$ cat src/rtl/fetch_buffer_pkg.sv
// fetch_buffer_pkg
// Shared definitions for the instruction-fetch buffer:
//   - `RESET_PC_DEFAULT : default first fetch address after reset
//   - fetch_entry_t     : one decoded-stage entry {inst, pc}
//   - cntWidth()        : bit width of an occupancy counter that must
//                         represent 0..depth inclusive

`ifndef RESET_PC_DEFAULT
`define RESET_PC_DEFAULT 32'h0040_0000
`endif

package fetch_buffer_pkg;

  localparam logic [31:0] RESET_PC_DEFAULT_C = `RESET_PC_DEFAULT;

  typedef struct packed {
    logic [31:0] inst;
    logic [31:0] pc;
  } fetch_entry_t;

  // A counter for a structure of 'depth' slots must also hold 'depth'
  // itself (full), hence depth+1 distinct values.
  function automatic int cntWidth(input int depth);
    return $clog2(depth + 1);
  endfunction

endpackage

$ cat src/rtl/fetch_buffer_sync_fifo.sv
// sync_fifo
// Small synchronous FIFO with flush, used both for the prefetch queue and
// for the in-flight PC queue.
// Ports:
//   clock, reset : rising-edge clock, asynchronous active-high reset
//   push, wdata  : write an entry (ignored when full and not popping)
//   pop          : remove the head (ignored when empty)
//   flush        : discard every entry, takes priority over push/pop
//   rdata        : head entry, forced to zero while empty
//   count        : number of valid entries, 0..DEPTH

module sync_fifo
  import fetch_buffer_pkg::*;
#(
  parameter int WIDTH = 32,
  parameter int DEPTH = 4
) (
  input  logic                       clock,
  input  logic                       reset,
  input  logic                       push,
  input  logic                       pop,
  input  logic                       flush,
  input  logic [WIDTH-1:0]           wdata,
  output logic [WIDTH-1:0]           rdata,
  output logic [cntWidth(DEPTH)-1:0] count
);

  localparam int PW = (DEPTH > 1) ? $clog2(DEPTH) : 1;
  localparam int CW = cntWidth(DEPTH);

  logic [WIDTH-1:0] mem_q [DEPTH];
  logic [PW-1:0]    wrPtr_q, wrPtr_d;
  logic [PW-1:0]    rdPtr_q, rdPtr_d;
  logic [CW-1:0]    count_q, count_d;
  logic             doPush, doPop;

  // Pointers wrap explicitly so DEPTH need not fill the pointer range.
  function automatic logic [PW-1:0] nextPtr(input logic [PW-1:0] p);
    return (p == PW'(DEPTH - 1)) ? '0 : p + PW'(1);
  endfunction

  // A pop on an empty FIFO is meaningless, so it is dropped here; a push is
  // refused only when full and nothing leaves on the same edge.
  assign doPop  = pop && (count_q != '0);
  assign doPush = push && ((count_q != CW'(DEPTH)) || doPop);

  // Next-state for pointers and occupancy; flush empties the FIFO outright.
  always_comb begin
    wrPtr_d = wrPtr_q;
    rdPtr_d = rdPtr_q;
    count_d = count_q;
    if (flush) begin
      wrPtr_d = '0;
      rdPtr_d = '0;
      count_d = '0;
    end else begin
      if (doPush) wrPtr_d = nextPtr(wrPtr_q);
      if (doPop)  rdPtr_d = nextPtr(rdPtr_q);
      if (doPush && !doPop)      count_d = count_q + CW'(1);
      else if (!doPush && doPop) count_d = count_q - CW'(1);
    end
  end

  // Control state registers.
  always_ff @(posedge clock or posedge reset) begin
    if (reset) begin
      wrPtr_q <= '0;
      rdPtr_q <= '0;
      count_q <= '0;
    end else begin
      wrPtr_q <= wrPtr_d;
      rdPtr_q <= rdPtr_d;
      count_q <= count_d;
    end
  end

  // Storage needs no reset: the head is masked to zero while empty.
  always_ff @(posedge clock) begin
    if (doPush && !flush) mem_q[wrPtr_q] <= wdata;
  end

  assign rdata = (count_q != '0) ? mem_q[rdPtr_q] : '0;
  assign count = count_q;

endmodule

$ cat src/rtl/fetch_buffer.sv
// fetch_buffer
// Instruction-fetch stage: issues sequential word-aligned fetch requests,
// queues in-order responses in a prefetch FIFO and presents {inst, pc} to
// decode. A redirect flushes the queue and drops responses still in flight.
// Optional macro FETCH_BUF_BYPASS_EN forwards a response straight to the
// outputs when the FIFO is empty and nothing is being discarded.
// Ports:
//   clock, reset                       : clock, async active-high reset
//   redirect_valid, redirect_pc        : restart fetch at redirect_pc & ~3
//   imem_req_valid/ready, imem_req_addr: request channel to instruction memory
//   imem_rsp_valid, imem_rsp_data      : in-order responses, never stalled
//   out_valid/ready, out_inst, out_pc  : head of the prefetch FIFO to decode

module fetch_buffer
  import fetch_buffer_pkg::*;
#(
  parameter int          DEPTH           = 4,
  parameter int          MAX_OUTSTANDING = 2,
  parameter logic [31:0] RESET_PC        = `RESET_PC_DEFAULT
) (
  input  logic        clock,
  input  logic        reset,
  input  logic        redirect_valid,
  input  logic [31:0] redirect_pc,
  output logic        imem_req_valid,
  input  logic        imem_req_ready,
  output logic [31:0] imem_req_addr,
  input  logic        imem_rsp_valid,
  input  logic [31:0] imem_rsp_data,
  output logic        out_valid,
  input  logic        out_ready,
  output logic [31:0] out_inst,
  output logic [31:0] out_pc
);

  localparam int CW = cntWidth(DEPTH);
  localparam int QW = cntWidth(MAX_OUTSTANDING);

  logic [31:0]  fetchPc_q, fetchPc_d;
  logic [CW-1:0] discard_q, discard_d;
  logic [CW-1:0] inflight, inflightNext;
  logic [CW-1:0] fifoCount;
  logic [QW-1:0] pcqCount;
  logic [31:0]   pcqHead;
  logic          reqFire, rspDrop, fifoPush;
  fetch_entry_t  pushEntry, headEntry;

  // Every accepted request owns a PC-queue slot until its response returns,
  // so the PC queue occupancy is exactly the in-flight count.
  assign inflight = CW'(pcqCount);

  // Credit: a request is only issued when a FIFO slot is guaranteed for its
  // response, which is why responses never need backpressure.
  assign imem_req_valid = !reset && !redirect_valid
                       && (({1'b0, fifoCount} + {1'b0, inflight}) < (CW+1)'(DEPTH))
                       && (inflight < CW'(MAX_OUTSTANDING));
  assign imem_req_addr  = fetchPc_q;
  assign reqFire        = imem_req_valid && imem_req_ready;

  // Responses belonging to the pre-redirect stream are dropped, including
  // one arriving in the redirect cycle itself.
  assign rspDrop      = redirect_valid || (discard_q != '0);
  assign inflightNext = inflight + CW'(reqFire) - CW'(imem_rsp_valid);
  assign pushEntry    = '{inst: imem_rsp_data, pc: pcqHead};

  // Fetch address and discard bookkeeping. On redirect the discard count is
  // reloaded from the post-edge in-flight count, so back-to-back redirects
  // simply recompute it rather than accumulating by hand.
  always_comb begin
    fetchPc_d = fetchPc_q;
    discard_d = discard_q;
    if (redirect_valid) begin
      fetchPc_d = redirect_pc & ~32'd3;
      discard_d = inflightNext;
    end else begin
      if (reqFire) fetchPc_d = fetchPc_q + 32'd4;
      if (imem_rsp_valid && (discard_q != '0)) discard_d = discard_q - CW'(1);
    end
  end

  // Control registers.
  always_ff @(posedge clock or posedge reset) begin
    if (reset) begin
      fetchPc_q <= RESET_PC;
      discard_q <= '0;
    end else begin
      fetchPc_q <= fetchPc_d;
      discard_q <= discard_d;
    end
  end

`ifdef FETCH_BUF_BYPASS_EN
  logic bypassOn;

  // Forward a live response when nothing older is queued; if decode takes it
  // in the same cycle it never needs a FIFO slot.
  assign bypassOn  = !reset && (fifoCount == '0) && (discard_q == '0)
                  && imem_rsp_valid && !redirect_valid;
  assign fifoPush  = imem_rsp_valid && !rspDrop && !(bypassOn && out_ready);
  assign out_valid = bypassOn || (fifoCount != '0);
  assign out_inst  = bypassOn ? imem_rsp_data : headEntry.inst;
  assign out_pc    = bypassOn ? pcqHead       : headEntry.pc;
`else
  assign fifoPush  = imem_rsp_valid && !rspDrop;
  assign out_valid = (fifoCount != '0);
  assign out_inst  = headEntry.inst;
  assign out_pc    = headEntry.pc;
`endif

  sync_fifo #(
    .WIDTH (64),
    .DEPTH (DEPTH)
  ) fetchFifo (
    .clock (clock),
    .reset (reset),
    .push  (fifoPush),
    .pop   (out_ready),
    .flush (redirect_valid),
    .wdata (pushEntry),
    .rdata (headEntry),
    .count (fifoCount)
  );

  sync_fifo #(
    .WIDTH (32),
    .DEPTH (MAX_OUTSTANDING)
  ) pcQueue (
    .clock (clock),
    .reset (reset),
    .push  (reqFire),
    .pop   (imem_rsp_valid),
    .flush (1'b0),
    .wdata (fetchPc_q),
    .rdata (pcqHead),
    .count (pcqCount)
  );

endmodule

$ cat config.mk
export PLATFORM = sky130hd
export DESIGN_NAME = fetch_buffer
export DESIGN_NICKNAME = d
export VERILOG_FILES = /design/src/rtl/fetch_buffer_pkg.sv /design/src/rtl/fetch_buffer_sync_fifo.sv /design/src/rtl/fetch_buffer.sv
export SDC_FILE = /design/constraint.sdc
export NUM_CORES = 1
export LEC_CHECK = 0
export ABC_AREA = 1
export BUFFER_PORTS_ARGS = -buffer_cell sky130_fd_sc_hd__buf_2
export CAP_MARGIN = 30
export CORE_MARGIN = 1.5
export CORE_UTILIZATION = 50
export CTS_CLUSTER_SIZE = 28
export DETAILED_ROUTE_END_ITERATION = 10
export PLACE_DENSITY = 0.78
export RECOVER_POWER = 50
export SETUP_SLACK_MARGIN = 0.5
export SLEW_MARGIN = 0
export SYNTH_ARGS = -nofsm -noshare
export SYNTH_HDL_FRONTEND = slang
export SYNTH_HIERARCHICAL = 1
export SYNTH_SLANG_ARGS = --single-unit
$ cat constraint.sdc
create_clock -name clock -period 6.6 [get_ports clock]
set_input_delay 0.33 -clock clock [delete_from_list [all_inputs] [get_ports clock]]
set_output_delay 0.33 -clock clock [all_outputs]
set_load 0.01 [all_outputs]
==> impl_metrics.yaml <==
synth:
  syn_area_um2: 16500
  synth-edff-count: 320
  synth-simple-area-share_pct: 21.4
  ys_warn_count: 6
  synthMuxAreaShare_pct: 0
  synth_top_family_by_area: "simple AND/OR/NAND/NOR gates"
  async_reset_ff_share_pct: 12.1
  synth_xor_xnor_area_share_pct: 0.370
  synthAdderAreaFrac_pct: 1.22
  syn_inst: 1660
  synth-seq-area-share_pct: 64.7
  avgSynthCellArea_um2: 9.97
  synth-main-ff-cell: "edfxtp_1"
  synth_compound_area_share_pct: 4.57
  synth_cell_types: 39
  synth-seq-cells: 364
worst_setup_path:
  reg2reg_from: "pcQueue/count[1]"
  worstSetupStartpointType: "flip-flop"
  max_stage_delay_ps: 1030
  crit_chain: "ha_1 -> nand3_1 -> nand2_1 -> nor3_4 -> clkbuf_1 -> nand2_2 -> nor3_4 -> buf_4"
  crit_path_end_kind: "flip-flop"
  reg2reg_to: "pcQueue/mem_q[1][24]"
  crit_path_frequent_cell: "nor3_4"
  slowest_stage: "clkbuf_1"
  cp.arrival_ps: 3990
  path_class: "flip-flop to flip-flop"
  crit_fanout: 31
  worstPathRequired_ps: 6800
  rr_worst_depth: 8
  rrSetupSlack_ps: 2810
flow_run:
  max_cap_viol_count: 1
drt:
  routed_wl_um: 35300
  dr.pass1.iters: 5
  ant_nets: 0
  drc_errors: 0
  drtIter0Drc: 810
  vias_per_cell: 5.09
  num_vias: 11600
  wire_per_inst_um: 15.4
die:
  fp-row-count: 66
  io_pins: 168
  die_y_um: 185
  initial_core_util_pct: 50.9
  core_area_um2: 32500
  fp.dieW_um: 185
  die_area_um2: 34200
global_route:
  grt_pass1_vias: 11100
  grt_max_degree: 71
  grt_pass1_wl_um: 55400
  gr-total-overflow: 0
  antenna_found_initial: 0
  groute.usage.overall_pct: 20.6
layout:
  drive_gt1_share_pct: 10.6
  final_nets: 1903
  diodes: 0
  area_growth_pct: 12.6
  fin_util_pct: 57.2
power_and_ir_drop:
  intPower_mw: 4.44
  p_switching_mw: 2.37
  power.share.clock_pct: 29.0
  swShare_pct: 34.8
  p_comb_share_pct: 29.1
  p_per_area_nw_per_um2: 365
  ir_drop_mv: 0.388
  p_seq_share_pct: 41.9
  power_leakage_nw: 7.96
clock_tree:
  tritoncts: "done"
  clkTransAtPathRegs_ps: 60
  htreeDepth: 2
  clock_latency_ps: 530
  postCtsHoldBufs: 3
  post_cts.repair.setup_buffers: 0
  cts_buffer_depth: 3
  clock_sinks: 364
  cts_buffers: 38
  root_buffer: "clkbuf_16"
  cts_resized: 0
hold_path:
  worstHoldStart: "redirect_pc[13]"
  min_to: "imem_req_addr[13]"
  hold_depth: 3
  hp-class: "input port to flip-flop"
placed_design:
  place_congestion: 0.912
  dp_hpwl_um: 21200
  port_buffers: 163
  post-place-ws_ps: 3470
run_status:
  status: "finished, violations left"
  violations: "capacitance limit, slew limit"
timing:
  hold_ws_ps: 29.8
  setup-violations-final: 0
  tightestPinTransition_ps: 1880
  fin_setup_tns_ps: 0
  slew_violations: 34
  fmax_mhz: 264
  finalHoldViolCount: 0
  period_minus_slack_ps: 3790
  layout_setup_ws_ps: 2810
  relSlewSlack_pct: -25.2
  rsz0062_at_grt: "no"
  period_share_pct: 57.5
  fin_skew_ps: 20.8
## cell usage after synthesis (13+ instances only)
master	instances	area [um^2]
ha_1	13	163
nand2_1	668	2510
buf_2	34	170
nand3_1	130	651
a21oi_1	59	295
buf_6	18	203
inv_1	202	758
a21oi_2	38	333
dfrtp_1	43	1080
edfxtp_1	320	9610
nor2_1	55	206
## critical path, delay by kind of cell (launching register included)
| kind | cells | cell delay (ps) |
|---|---|---|
| buffers and inverters | 2 | 1430 |
| and+or+nand+nor | 5 | 1140 |
| DFF | 1 | 560 |
| adders and majority gates | 1 | 300 |
## kinds of logic after synthesis
family,count (synthesis)
buf+inv,281
flops,364
xor+xnor,7
other cells,1
simple gates,874
fa+ha+maj,15
compound gates,118
## through the flow
| stage | cells | power [mW] | cell area (um^2) |
|---|---|---|---|
| detailed placement | 2217 | 4.93 | 17700 |
| floorplan | 1668 | 4.28 | 16600 |
| CTS | 2287 | 6.91 | 18800 |
| finish | 2287 | 6.81 | 18600 |
| global placement | 2216 | 4.85 | 17600 |
| global route | 2287 | 7.17 | 18600 |
## metal layers
layer  track usage, %  part of all wire [%]  up-vias
met3             3.11                   7.3       60
met2             34.6                    48      435
met4             7.58                   2.7        0
met5                0                     0        -
li1                 -                     -     5683
met1             27.3                    42     5456
## layout by cell type, fill, tap and decap left out, types with 2 or more instances in the layout
| master | count |
|---|---|
| clkinv_1 | 7 |
| edfxtp_1 | 320 |
| xnor2_1 | 5 |
| dfrtp_1 | 41 |
| nor3_4 | 2 |
| buf_2 | 99 |
| conb_1 | 9 |
| clkbuf_1 | 77 |
| a21oi_1 | 88 |
| dlygate4sd3_1 | 3 |
| nor2_4 | 6 |
| nor2_1 | 51 |
| o21bai_1 | 4 |
| inv_4 | 2 |
| o21ai_0 | 9 |
| inv_1 | 202 |
| nand2_1 | 668 |
| ha_1 | 13 |
| fa_1 | 2 |
| clkinv_2 | 5 |
| nand2_4 | 2 |
| o211ai_1 | 4 |
| clkinvlp_4 | 2 |
| nand3_1 | 130 |
| a21oi_2 | 9 |
| clkbuf_16 | 39 |
| buf_4 | 12 |
| o21ai_1 | 2 |
| inv_2 | 4 |
| nand2_2 | 2 |
| nand4_1 | 7 |
| nand3b_1 | 2 |
| xor2_1 | 2 |
## power by group through the flow
stage          logic, mW  clock network [mW]  registers [mW]
2_1_floorplan       1.43                   0            2.85
3_3_place_gp        1.97                   0            2.88
3_5_place_dp        2.04                   0            2.89
4_1_cts             2.05                2.01            2.85
5_1_grt             2.21                2.10            2.86
6_report            1.98                1.98            2.85
## worst max path at each step
stage	start	depth (start not counted)	to
floorplan	redirect_valid	5	fetchFifo/mem_q[0][0]
global placement	redirect_valid	8	pcQueue/mem_q[1][25]
detailed placement	redirect_valid	8	pcQueue/mem_q[1][27]
CTS	fetchFifo/rdPtr_q[0]	7	out_pc[16]
global route	pcQueue/count[1]	8	pcQueue/mem_q[1][5]
finish	pcQueue/count[1]	8	pcQueue/mem_q[1][24]
## registers in the layout, indices dropped and copies added (netlist names)
signal             cells
discard_q              3
fetchFifo/count        3
fetchFifo/mem_q      256
fetchFifo/rdPtr_q      2
fetchFifo/wrPtr_q      2
imem_req_addr         30
pcQueue/count          2
pcQueue/mem_q         64
pcQueue/rdPtr_q        1
pcQueue/wrPtr_q        1
## cell type report
cell class | instances | area, um^2
Fill cell | 2804 | 13900
Timing Repair Buffer | 182 | 895
Sequential cell | 364 | 10700
Multi-Input combinational cell | 1023 | 4520
Inverter | 209 | 791
Tap cell | 442 | 553
Clock buffer | 49 | 1010
Clock inverter | 18 | 134
Power figures use the tool's default switching activity.
